## src/rtl/plot_arbiter.sv

```systemverilog
// plot_arbiter: owns the VGA pixel-write port and shares it between four
// round-robin player requesters and a full-screen clear sweep.
// Optional feature macro: PLOT_ARB_SKIP_DUP_EN (suppress re-plotting a player's
// last plotted position).
module plot_arbiter #(
    parameter int unsigned X_MAX     = 160,
    parameter int unsigned Y_MAX     = 120,
    parameter logic [2:0]  BG_COLOUR = 3'b000,
    parameter logic [2:0]  P1_COLOUR = 3'b001,
    parameter logic [2:0]  P2_COLOUR = 3'b010,
    parameter logic [2:0]  P3_COLOUR = 3'b100,
    parameter logic [2:0]  P4_COLOUR = 3'b110
) (
    input  logic        CLOCK_50,
    input  logic        resetn,
    input  logic [3:0]  req,
    input  logic [14:0] p1,
    input  logic [14:0] p2,
    input  logic [14:0] p3,
    input  logic [14:0] p4,
    output logic [3:0]  gnt,
    input  logic        clear_req,
    output logic        clear_busy,
    output logic        clear_done,
    output logic [7:0]  x,
    output logic [6:0]  y,
    output logic [2:0]  colour,
    output logic        plot
);

    localparam logic [0:0] S_IDLE  = 1'b0;
    localparam logic [0:0] S_CLEAR = 1'b1;
    localparam logic [7:0] X_LAST  = 8'(X_MAX - 1);
    localparam logic [6:0] Y_LAST  = 7'(Y_MAX - 1);

    logic [0:0]  state, state_nxt;
    logic [1:0]  ptr, ptr_nxt;
    logic [7:0]  cx, cx_nxt;
    logic [6:0]  cy, cy_nxt;
    logic [3:0]  gnt_nxt;
    logic [7:0]  x_nxt;
    logic [6:0]  y_nxt;
    logic [2:0]  colour_nxt;
    logic        plot_nxt, busy_nxt, done_nxt;
    logic        emit_clear, found, in_range;
    logic [1:0]  idx, sel;
    logic [14:0] pos;
    logic [2:0]  pcol;

`ifdef PLOT_ARB_SKIP_DUP_EN
    logic [14:0] last_pos     [4];
    logic [14:0] last_pos_nxt [4];
`endif

    // Next-state, arbitration, clear sweep and output computation
    always_comb begin
        state_nxt  = state;
        ptr_nxt    = ptr;
        cx_nxt     = cx;
        cy_nxt     = cy;
        gnt_nxt    = '0;
        x_nxt      = x;
        y_nxt      = y;
        colour_nxt = colour;
        plot_nxt   = 1'b0;
        busy_nxt   = 1'b0;
        done_nxt   = 1'b0;
        emit_clear = 1'b0;
        found      = 1'b0;
        in_range   = 1'b0;
        idx        = '0;
        sel        = '0;
        pos        = '0;
        pcol       = '0;
`ifdef PLOT_ARB_SKIP_DUP_EN
        for (int i = 0; i < 4; i++) last_pos_nxt[i] = last_pos[i];
`endif
        case (state)
            S_IDLE: begin
                if (clear_req) begin
                    state_nxt  = S_CLEAR;
                    emit_clear = 1'b1;
                end else begin
                    for (int k = 0; k < 4; k++) begin
                        idx = ptr + 2'(k);
                        if (!found && req[idx]) begin
                            found = 1'b1;
                            sel   = idx;
                        end
                    end
                    if (found) begin
                        case (sel)
                            2'd0:    begin pos = p1; pcol = P1_COLOUR; end
                            2'd1:    begin pos = p2; pcol = P2_COLOUR; end
                            2'd2:    begin pos = p3; pcol = P3_COLOUR; end
                            default: begin pos = p4; pcol = P4_COLOUR; end
                        endcase
                        gnt_nxt[sel] = 1'b1;
                        ptr_nxt      = sel + 2'd1;
                        x_nxt        = pos[14:7];
                        y_nxt        = pos[6:0];
                        colour_nxt   = pcol;
                        in_range     = (32'(pos[14:7]) < X_MAX) && (32'(pos[6:0]) < Y_MAX);
                        plot_nxt     = in_range;
`ifdef PLOT_ARB_SKIP_DUP_EN
                        if (in_range) begin
                            if (last_pos[sel] == pos) plot_nxt = 1'b0;
                            else                      last_pos_nxt[sel] = pos;
                        end
`endif
                    end
                end
            end
            default: begin
                // clear_done still high means the last pixel is on the port: leave
                if (clear_done) begin
                    state_nxt = S_IDLE;
`ifdef PLOT_ARB_SKIP_DUP_EN
                    for (int i = 0; i < 4; i++) last_pos_nxt[i] = '0;
`endif
                end else begin
                    emit_clear = 1'b1;
                end
            end
        endcase

        if (emit_clear) begin
            x_nxt      = cx;
            y_nxt      = cy;
            colour_nxt = BG_COLOUR;
            plot_nxt   = 1'b1;
            busy_nxt   = 1'b1;
            if (cx == X_LAST) begin
                cx_nxt = '0;
                if (cy == Y_LAST) begin
                    cy_nxt   = '0;
                    done_nxt = 1'b1;
                end else begin
                    cy_nxt = cy + 7'd1;
                end
            end else begin
                cx_nxt = cx + 8'd1;
            end
        end
    end

    // State, pointer, sweep counters and registered outputs
    always_ff @(posedge CLOCK_50 or negedge resetn) begin
        if (!resetn) begin
            state      <= S_IDLE;
            ptr        <= '0;
            cx         <= '0;
            cy         <= '0;
            gnt        <= '0;
            x          <= '0;
            y          <= '0;
            colour     <= '0;
            plot       <= 1'b0;
            clear_busy <= 1'b0;
            clear_done <= 1'b0;
        end else begin
            state      <= state_nxt;
            ptr        <= ptr_nxt;
            cx         <= cx_nxt;
            cy         <= cy_nxt;
            gnt        <= gnt_nxt;
            x          <= x_nxt;
            y          <= y_nxt;
            colour     <= colour_nxt;
            plot       <= plot_nxt;
            clear_busy <= busy_nxt;
            clear_done <= done_nxt;
        end
    end

`ifdef PLOT_ARB_SKIP_DUP_EN
    // Per-player last plotted position
    always_ff @(posedge CLOCK_50 or negedge resetn) begin
        if (!resetn) begin
            for (int i = 0; i < 4; i++) last_pos[i] <= '0;
        end else begin
            for (int i = 0; i < 4; i++) last_pos[i] <= last_pos_nxt[i];
        end
    end
`endif

endmodule
```

## config.mk

```make
export PLATFORM = sky130hd
export DESIGN_NAME = plot_arbiter
export DESIGN_NICKNAME = d
export VERILOG_FILES = /design/src/rtl/plot_arbiter.sv
export SDC_FILE = /design/constraint.sdc
export NUM_CORES = 1
export LEC_CHECK = 0
export BUFFER_PORTS_ARGS = -buffer_cell sky130_fd_sc_hd__buf_4
export CORE_AREA = 3 3 82 76
export DETAILED_ROUTE_END_ITERATION = 8
export DIE_AREA = 0 0 85 79
export PLACE_DENSITY = 0.7
export SYNTH_ARGS = -nofsm -noshare
export SYNTH_HDL_FRONTEND = slang
export SYNTH_SLANG_ARGS = --single-unit
```

## constraint.sdc

```tcl
create_clock -name CLOCK_50 -period 2.92 [get_ports CLOCK_50]
set_input_delay 0.146 -clock CLOCK_50 [delete_from_list [all_inputs] [get_ports CLOCK_50]]
set_output_delay 0.146 -clock CLOCK_50 [all_outputs]
set_load 0.005 [all_outputs]
```

==> summary.md, run 1 <==
| Metric | Value |
|---|---|
| Min cycle time layout | 2600 ps |
| Async SR Flop Fraction | 100% |
| Clk slew on worst S/H paths | approximately 80 ps |
| Num ports | 92 |
| Pin count of the biggest net entering global routing | 43 |
| Worst Max-Slew Pin Slew | between 600 and 700 ps |
| Max H-tree Level | 2 |
| VDD IR max | 0.338 mV |
| Post-synth top area share | a little over two fifths |
| Area growth syn-to-layout | 35.1% |
| Synth cell types | 44 |
| Crit path kind | reg -> reg |
| Unrepaired setup endpoints after global routing | no |
| Final core occ | 61.7% |
| DP Area | 3180 µm² |
| PortBufs | a little over 90 |
| Setup TNS | 0 ps |
| Worst setup SP type | register |
| Slew HR | 57.3% |
| Post-CTS Setup Bufs | 0 |
| Syn nets | 343 |
| R2r endpoint | plot |
| N_diodes | 0 |
| Clk_skew | 4.38 ps |
| Die height | ~80 µm |
| Leak | 0.00158 µW |
| Largest cells by area after synthesis | dfrtp_1 (43%), a21oi_1 (6.8%), nand2_1 (5.1%), a222oi_1 (4.5%), mux2i_1 (4.1%) |
| Initial antenna violation count | 0 |
| Cell area after layout | approximately 3300 µm² |
| Hold Path Sink | x[3] |
| Number of synthesized flops with an enable pin | 0 |
| Placeable Area | 5350 µm² |
| Mapped cell area | roughly 2400 µm² |
| DR vias | 2,347 |
| Initial DRC Count | 171 |
| Cell area power density | 652 nW/µm² |
| WL final | 6760 µm |
| Via density | between 5 and 6 |
| GRT Total Usage | 21.0% |
| First-pass GRT wire length | 11,200 µm |
| FF-to-FF path depth | 7 |
| Clock root cell | clkbuf_8 |
| Final Hold Fails | 0 |
| CTS tree | done |
| Highest Clock Rate | 0.384 GHz |
| Antenna viol nets, final | 0 |
| Crit path max fanout | 17 |
| Synth Instances | 269 |
| Final Max Slew Viols | 0 |
| Pre-Repair DR Iteration Count | 4 |
| Hold WS | 208 ps |
| Final Cycle Share | 89.1% |
| Crit path required time | 3090 ps |
| Initial core utilization | 45.7% |
| HP Start | p4[10] |
| Maxcap violations | 0 |
| Sink Count | between 40 and 50 |
| Total gr overflow | 0 |
| Worst skew pair latency | 300 ps |
| Worst hold-check path type | in -> reg |
| Reg2Reg Setup Slack | 320 ps |
| Top FF cell, synth | dfrtp_1 |
| Nets | 430 |
| Rows | 25 |
| Arr. time, crit path | approximately 2800 ps |
| Routed WL per cell | 15.9 µm |
| Vias in the first global route | 2,356 |
| Layout cells sized above 1 | 31.7% |
| Post-synth top area cell | dfrtp_1 |
| Die Width | 85 µm |
| Setup crit end kind | register |
| Hpwl dp | 5130 µm |
| Pwr Total | 2150 µW |
| Drt drc | 0 |
| Top-count cell post-synth | dfrtp_1 |
| Die ar. | 6720 µm² |
| Register area share after synthesis | approximately 43% |
| #FFs+latches synth | 42 |
| Setup-failing EPs final | 0 |
| Cts bufs inserted | 5 |
| Avg Cell Area, Syn | 9.08 µm² |
| Reg2reg start | ptr[1] |
| Clk buf depth | 2 |
| GPL Wtd Cong | 0.843 |
| Status | complete, no violations |
| Commonest cells in the netlist | dfrtp_1 (42), a21oi_1 (33), nand2_1 (33) |
| Yosys warns | 0 |
| Hold Path Cell Cnt | 5 |
-- per-stage QoR --
stage | setup WS, ps | std cells
after floorplan | 548 | 269
after global placement | 330 | 415
after detailed placement | 222 | 415
after CTS | 198 | 424
after global routing | 48.7 | 424
final | 318 | 424
-- sequential cells by signal (all words and copies together), names as in the netlist --
signal and cells:
clear_done 1, clear_busy 1, x 8, gnt 4, cy 7, cx 8, plot 1, ptr 2
y 7, colour 3
-- worst max-delay path, stage by stage (launching register included) --
cell	delay, ps
dfrtp_1	460
mux2_2	360
o221ai_1	330
ha_1	640
a222oi_1	220
mux2i_1	200
and4_1	210
a211oi_1	60
-- layout make-up --
cell class	count	area, µm²
clock buffer	6	72.6
clock inverter	2	37.5
fill	460	2050
sequential	42	1050
inverter	16	60.1
timing repair buffer	95	716
multi-input combinational	196	1280
tap	67	83.8
-- power by group --
part | switching [µW] | internal, µW | total [µW]
registers | 133 | 711 | 844
logic | 424 | 420 | 844
clock network | 208 | 255 | 463
-- cell families (layout without fill, tap and decap cells) --
group	Yosys count	after routing	share of synthesized area (%)
flip-flops	42	42	43.0
AO/OA/AOI/OAI	73	73	20.9
XOR/XNOR	7	7	2.51
adder cells (fa/ha/maj)	7	7	3.59
buffers and inverters	31	119	4.92
AND/OR/NAND/NOR	95	95	19.1
multiplexers	14	14	5.94
-- layout by cell type (no fill, tap or decap), types with 5 or more instances in the layout --
cell / synthesis / routed
a21oi_1: 33 / 33
a222oi_1: 11 / 11
a31oi_1: 6 / 6
and2_1: 5 / 5
buf_4: 0 / 94
clkbuf_8: 0 / 5
dfrtp_1: 42 / 42
ha_1: 7 / 6
inv_1: 15 / 15
mux2i_1: 10 / 10
nand2_1: 33 / 33
nor2_1: 25 / 25
nor2b_1: 6 / 6
xnor2_1: 7 / 7
-- routing by layer --
layer	share of wire, %	wire [µm]	GRT usage (%)	vias to the layer above
met5	0	0	0	-
met4	2.1	144	6.80	0
met3	6.5	441	3.94	15
met2	46	3100	32.8	95
met1	45	3070	29.3	1102
li1	-	-	-	1135
-- worst max-delay path by stage --
stage	startpoint	endpoint	slack, ps	depth (start not counted)
global route	ptr[1]	plot	50	7
global placement	ptr[1]	plot	330	8
finish	ptr[1]	plot	320	7
detailed placement	ptr[1]	plot	220	8
floorplan	ptr[1]	plot	550	9
CTS	ptr[1]	plot	200	8
-- repair_timing --
action                                 in CTS  in global routing
hold buffers                                1                  0
gates resized for setup                     0                  1
endpoints found under the hold margin      42                  0
setup endpoints to repair                   0                  1
No activity file was read; power rests on OpenSTA's default activity.
==> run 2, diff against run 1 <==
--- a/config.mk
+++ b/config.mk
@@ -6,10 +6,12 @@
 export NUM_CORES = 1
 export LEC_CHECK = 0
 export BUFFER_PORTS_ARGS = -buffer_cell sky130_fd_sc_hd__buf_4
-export CORE_AREA = 3 3 82 76
+export CORE_AREA = 2 2 81 75
+export CTS_BUF_LIST = sky130_fd_sc_hd__clkbuf_8
 export DETAILED_ROUTE_END_ITERATION = 8
-export DIE_AREA = 0 0 85 79
+export DIE_AREA = 0 0 83 77
 export PLACE_DENSITY = 0.7
+export SKIP_LAST_GASP = 1
 export SYNTH_ARGS = -nofsm -noshare
 export SYNTH_HDL_FRONTEND = slang
 export SYNTH_SLANG_ARGS = --single-unit
==> summary.md, run 2 (synthesis results as in run 1) <==
| Metric | Value |
|---|---|
| Vias in the first global route | 2,316 (was 2,356) |
| PortBufs | 91 (unchanged) |
| DR vias | 2,352 (was 2,347) |
| CP max-delay cell | dfrtp_1 (was ha_1) |
| WL final | 6420 µm (was 6760 µm) |
| Sink Count | 42 (unchanged) |
| R2r endpoint | plot (unchanged) |
| DP Area | 3200 µm² (was 3180 µm²) |
| FF-to-FF path depth | 8 (was 7) |
| Cell area after layout | 3320 µm² (was 3300 µm²) |
| Reg2reg start | ptr[1] (unchanged) |
| Setup TNS | 0 ps (unchanged) |
| Antenna viol nets, final | 0 (unchanged) |
| Crit path max fanout | 16 (was 17) |
| Worst setup SP type | register (unchanged) |
| Clk_skew | 4.40 ps (was 4.38 ps) |
| Critical path, cell by cell | mux2_2 -> o221ai_1 -> inv_1 -> ha_2 -> a222oi_1 -> mux2i_1 -> and4_1 -> a211oi_1 (was mux2_2 -> o221ai_1 -> ha_1 -> a222oi_1 -> mux2i_1 -> and4_1 -> a211oi_1) |
| Clk buf depth | 2 (unchanged) |
| Most common cell after layout, fill and taps aside | buf_4 (unchanged) |
| Hold Path Sink | ptr[0] (was x[3]) |
| Cts bufs inserted | 5 (unchanged) |
| Setup crit end kind | register (unchanged) |
| Most frequent cells in the layout | buf_4 (96), dfrtp_1 (42), a21oi_1 (33), nand2_1 (33), nor2_1 (25) (was buf_4 (94), dfrtp_1 (42), a21oi_1 (33), nand2_1 (33), nor2_1 (25)) |
| Worst skew pair latency | 300 ps (about the same) |
| CTS tree | done (unchanged) |
| Clk slew on worst S/H paths | 80 ps (about the same) |
| First-pass GRT wire length | 10,700 µm (was 11,200 µm) |
| Highest Clock Rate | 0.385 GHz (was 0.384 GHz) |
| GRT Total Usage | 20.5% (was 21.0%) |
| Met3 layer usage reported by global route | 4.95% (was 3.94%) |
| Initial DRC Count | 152 (was 171) |
| Pin count of the biggest net entering global routing | 43 (unchanged) |
| Crit path kind | reg -> reg (unchanged) |
| Reg2Reg Setup Slack | 320 ps (about the same) |
| M2 GR Usage | 35.7% (was 32.8%) |
| N_diodes | 0 (unchanged) |
| GPL Wtd Cong | 0.816 (was 0.843) |
| Max H-tree Level | 2 (unchanged) |
| Area growth syn-to-layout | 35.9% (was 35.1%) |
| HP Start | clear_req (was p4[10]) |
| Worst hold-check path type | in -> reg (unchanged) |
| Post-CTS Setup Bufs | 0 (unchanged) |
| Initial core utilization | 43.9% (was 45.7%) |
| Drt drc | 0 (unchanged) |
| Placeable Area | 5560 µm² (was 5350 µm²) |
| Setup-failing EPs final | 0 (unchanged) |
| Hpwl dp | 4910 µm (was 5130 µm) |
| Final Max Slew Viols | 0 (unchanged) |
| Rows | 26 (was 25) |
| Die height | 77 µm (was 79 µm) |
| Top flop regs | cx (8), x (8) (unchanged) |
| Routed WL per cell | 15.0 µm (was 15.9 µm) |
| Nets | 432 (was 430) |
| Num ports | 92 (unchanged) |
| CP max stage delay | 450 ps (was 640 ps) |
| Arr. time, crit path | 2810 ps (was 2780 ps) |
| Die Width | 83 µm (was 85 µm) |
| Crit path required time | 3130 ps (was 3090 ps) |
| Hold WS | 190 ps (was 208 ps) |
| Final Cycle Share | 89.0% (was 89.1%) |
| Top Usage Layer GRT | met2 (unchanged) |
| Leak | 0.00159 µW (was 0.00158 µW) |
| Hold Path Cell Cnt | 3 (was 5) |
| Status | complete, no violations (unchanged) |
| Via density | 5.48 (was 5.54) |
| Met1 Resource Use GR | 25.5% (was 29.3%) |
| Pwr Total | 2130 µW (was 2150 µW) |
| Cell area power density | 643 nW/µm² (was 652 nW/µm²) |
| Maxcap violations | 0 (unchanged) |
| Initial antenna violation count | 0 (unchanged) |
| Min cycle time layout | 2600 ps (about the same) |
| Slew HR | 61.6% (was 57.3%) |
| Pre-Repair DR Iteration Count | 5 (was 4) |
| Die ar. | 6390 µm² (was 6720 µm²) |
| Final Hold Fails | 0 (unchanged) |
| Layout cells sized above 1 | 32.3% (was 31.7%) |
| Total gr overflow | 0 (unchanged) |
| Clock root cell | clkbuf_8 (unchanged) |
| Worst Max-Slew Pin Slew | 571 ps (was 641 ps) |
| Unrepaired setup endpoints after global routing | no (unchanged) |
| VDD IR max | 0.369 mV (was 0.338 mV) |
## run 2: changes by cell type in the layout (fill, tap and decap cells not counted)
cell,delta
clkinvlp_4,-1
bufinv_16,-1
buf_4,+2
clkbuf_1,-1
clkbuf_8,+3
## run 2: cell type report
| class | instances | area, µm² |
|---|---|---|
| clock buffer | 8 | 110 |
| multi-input combinational | 196 | 1280 |
| tap | 70 | 87.6 |
| sequential | 42 | 1050 |
| fill | 509 | 2240 |
| timing repair buffer | 97 | 731 |
| inverter | 16 | 60.1 |
## run 2: routing by layer
metal,vias up,routed length [µm]
li1,1145,-
met1,1130,2690
met2,67,3320
met3,10,332
met4,0,80
met5,-,0
## run 2: power by group
| group | total (µW) | internal [µW] | switching [µW] |
|---|---|---|---|
| Sequential | 840 | 711 | 129 |
| Clock | 432 | 239 | 194 |
| Combinational | 861 | 431 | 430 |
## run 2: worst max-delay path, delay by kind of cell (launching register included)
kind                     cells  cell delay (ps)
flip-flops                   1              450
buffers and inverters        1              150
AO/OA/AOI/OAI                3              870
adder cells (fa/ha/maj)      1              310
multiplexers                 2              500
AND/OR/NAND/NOR              1              220
## run 2: how the worst max path moves through the flow
stage / from / to / cells after the start
2_1_floorplan: ptr[1] / plot / 9
3_3_place_gp: ptr[1] / plot / 8
3_5_place_dp: ptr[1] / plot / 8
4_1_cts: ptr[1] / plot / 8
5_1_grt: ptr[1] / plot / 8
6_report: ptr[1] / plot / 8
## run 2: through the flow
step | std cells | utilization [%] | worst slack, ps
floorplan | 269 | - | 548
global placement | 420 | 57.4 | 317
detailed placement | 420 | 57.4 | 201
CTS | 429 | 59.6 | 183
global route | 429 | 59.6 | 147
finish | 429 | 59.6 | 320
## run 2: timing repair
| action | in CTS | in global routing |
|---|---|---|
| hold endpoints to repair | 42 | 0 |
| resized for setup | 0 | 1 |
| hold buffers | 1 | 0 |
| setup endpoints to repair | 0 | 1 |
==> run 3, diff against run 2 <==
--- a/config.mk
+++ b/config.mk
@@ -11,6 +11,7 @@
 export DETAILED_ROUTE_END_ITERATION = 8
 export DIE_AREA = 0 0 83 77
 export PLACE_DENSITY = 0.7
+export REMOVE_ABC_BUFFERS = 1
 export SKIP_LAST_GASP = 1
 export SYNTH_ARGS = -nofsm -noshare
 export SYNTH_HDL_FRONTEND = slang
==> summary.md, run 3 (synthesis results as in run 1) <==
| Metric | Value |
|---|---|
| Status | complete, no violations (unchanged) |
| Post-CTS Setup Bufs | 0 (unchanged) |
| Num ports | 92 (unchanged) |
| Clock root cell | clkbuf_8 (unchanged) |
| Placed Cells | 418 (was 420) |
| Reg2reg start | ptr[1] (unchanged) |
| Highest Clock Rate | 0.378 GHz (was 0.385 GHz) |
| Antenna viol nets, final | 0 (unchanged) |
| Nets | 430 (was 432) |
| Worst Max-Slew Pin Slew | 685 ps (was 571 ps) |
| Top flop regs | cx (8), x (8) (unchanged) |
| VDD IR max | 0.301 mV (was 0.369 mV) |
| Final Hold Fails | 0 (unchanged) |
| Worst hold-check path type | in -> reg (unchanged) |
| Hpwl dp | 5050 µm (was 4910 µm) |
| CP max stage delay | 460 ps (was 450 ps) |
| Placeable Area | 5560 µm² (unchanged) |
| Worst setup path startpoint | ptr[1] (unchanged) |
| Most frequent cells in the layout | buf_4 (94), dfrtp_1 (42), a21oi_1 (33), nand2_1 (33), nor2_1 (25) (was buf_4 (96), dfrtp_1 (42), a21oi_1 (33), nand2_1 (33), nor2_1 (25)) |
| Cts bufs inserted | 5 (unchanged) |
| First-pass GRT wire length | 10,800 µm (was 10,700 µm) |
| # fillers | 503 (was 509) |
| Final Cycle Share | 90.5% (was 89.0%) |
| Die Width | 83 µm (unchanged) |
| Setup TNS | 0 ps (unchanged) |
| Multi-input gate area | 1280 µm² (unchanged) |
| Critical path, cell by cell | mux2_2 -> o221ai_1 -> inv_1 -> ha_2 -> a222oi_1 -> mux2i_1 -> and4_1 -> a211oi_1 (unchanged) |
| Arr. time, crit path | 2840 ps (was 2810 ps) |
| Routed WL per cell | 15.6 µm (was 15.0 µm) |
| CP bufs+invs | 1 (unchanged) |
| Via density | 5.49 (was 5.48) |
| Crit path kind | reg -> reg (unchanged) |
| Crit path required time | 3120 ps (was 3130 ps) |
| Initial core utilization | 43.9% (unchanged) |
| Die ar. | 6390 µm² (unchanged) |
| Pin count of the biggest net entering global routing | 43 (unchanged) |
| Final Max Slew Viols | 0 (unchanged) |
| Sink Count | 42 (unchanged) |
| Min cycle time layout | 2640 ps (was 2600 ps) |
| N_diodes | 0 (unchanged) |
| Final Worst Setup Slack | 278 ps (was 320 ps) |
| Area growth syn-to-layout | 35.2% (was 35.9%) |
| GPL Wtd Cong | 0.833 (was 0.816) |
| Clk_skew | 13.7 ps (was 4.40 ps) |
| HP Start | clear_req (unchanged) |
| Drt drc | 0 (unchanged) |
| CP max-delay cell | dfrtp_1 (unchanged) |
| Cell area power density | 650 nW/µm² (was 643 nW/µm²) |
| Worst skew pair latency | 300 ps (about the same) |
| WL final | 6670 µm (was 6420 µm) |
| Setup-failing EPs final | 0 (unchanged) |
| Maxcap violations | 0 (unchanged) |
| Setup crit end kind | register (unchanged) |
| Slew HR | 54.3% (was 61.6%) |
| Layout cells sized above 1 | 31.9% (was 32.3%) |
| Die height | 77 µm (unchanged) |
| Unrepaired setup endpoints after global routing | no (unchanged) |
| Clk buf depth | 2 (unchanged) |
| Rows | 26 (unchanged) |
| GRT Total Usage | 20.9% (was 20.5%) |
| Vias in the first global route | 2,256 (was 2,316) |
| DR vias | 2,345 (was 2,352) |
| Crit path max fanout | 16 (unchanged) |
| CTS tree | done (unchanged) |
| Most common cell after layout, fill and taps aside | buf_4 (unchanged) |
| Worst setup SP type | register (unchanged) |
| Worst slack, placed | 195 ps (was 201 ps) |
| Clk slew on worst S/H paths | 80 ps (about the same) |
| Initial antenna violation count | 0 (unchanged) |
| FF/Latch Area | 1050 µm² (unchanged) |
| Leak | 0.00158 µW (was 0.00159 µW) |
| Crit-path leading delay family | compound AO/OA/AOI/OAI gates (unchanged) |
| Total gr overflow | 0 (unchanged) |
| Initial DRC Count | 141 (was 152) |
| Final core occ | 59.4% (was 59.6%) |
| PortBufs | 91 (unchanged) |
| Pre-Repair DR Iteration Count | 5 (unchanged) |
| Fin cells | 427 (was 429) |
| Max H-tree Level | 2 (unchanged) |
==> run 3: cell types whose count changed in the layout (fill, tap and decap cells not counted), sizes merged <==
cell,previous run,this run
clkinv,0,2
bufinv,0,1
clkbuf,8,5
buf,96,94
==> run 3: final cells by class <==
| class | count | share of cell area (%) |
|---|---|---|
| Clock inverter | 3 | 1.21 |
| Timing Repair Buffer | 95 | 21.7 |
| Multi-Input combinational cell | 196 | 38.7 |
| Clock buffer | 5 | 2.08 |
| Sequential cell | 42 | 31.8 |
| Inverter | 16 | 1.82 |
| Tap cell | 70 | 2.65 |
==> run 3: final timing paths <==
| check | cells after the start | slack [ps] | end |
|---|---|---|---|
| setup / recovery | 8 | 280 | plot |
| hold / removal | 4 | 200 | x[2] |
| setup reg to reg | 8 | 280 | plot |
| hold reg to reg | 1 | 490 | colour[1] |
| max in group asynchronous | 2 | 2170 | gnt[2] |
| min in group asynchronous | 2 | 360 | x[0] |
==> run 3: power by group <==
group          leakage [µW]  switching [µW]  internal, µW
clock network     0.0000579             204           252
registers          0.000536             135           711
logic              0.000989             421           421
total               0.00158             761          1380
==> run 3: worst reg2reg max path, stage by stage, from the launching register on <==
cell and delay (ps):
dfrtp_1 460, mux2_2 360, o221ai_1 310, inv_1 150, ha_2 300, a222oi_1 380
mux2i_1 150, and4_1 230, a211oi_1 210
==> run 3: metal layers <==
metal	share of wire, %	track usage (%)
met3	6.9	5.92
met4	1.5	5.41
met2	49	34.5
met5	0	0
met1	43	27.2
==> run 3: timing repair <==
action                                 CTS  global route
hold buffers                             1             0
resized for setup                        0             1
endpoints found under the hold margin   42             0
setup endpoints to repair                0             1
==> run 3: through the flow <==
stage,instance area (µm²),hold WS [ps],power [µW]
floorplan,2380,-150,1350
global placement,3180,170,1660
detailed placement,3180,170,1700
CTS,3300,189,2160
global route,3300,189,2300
finish,3300,197,2140
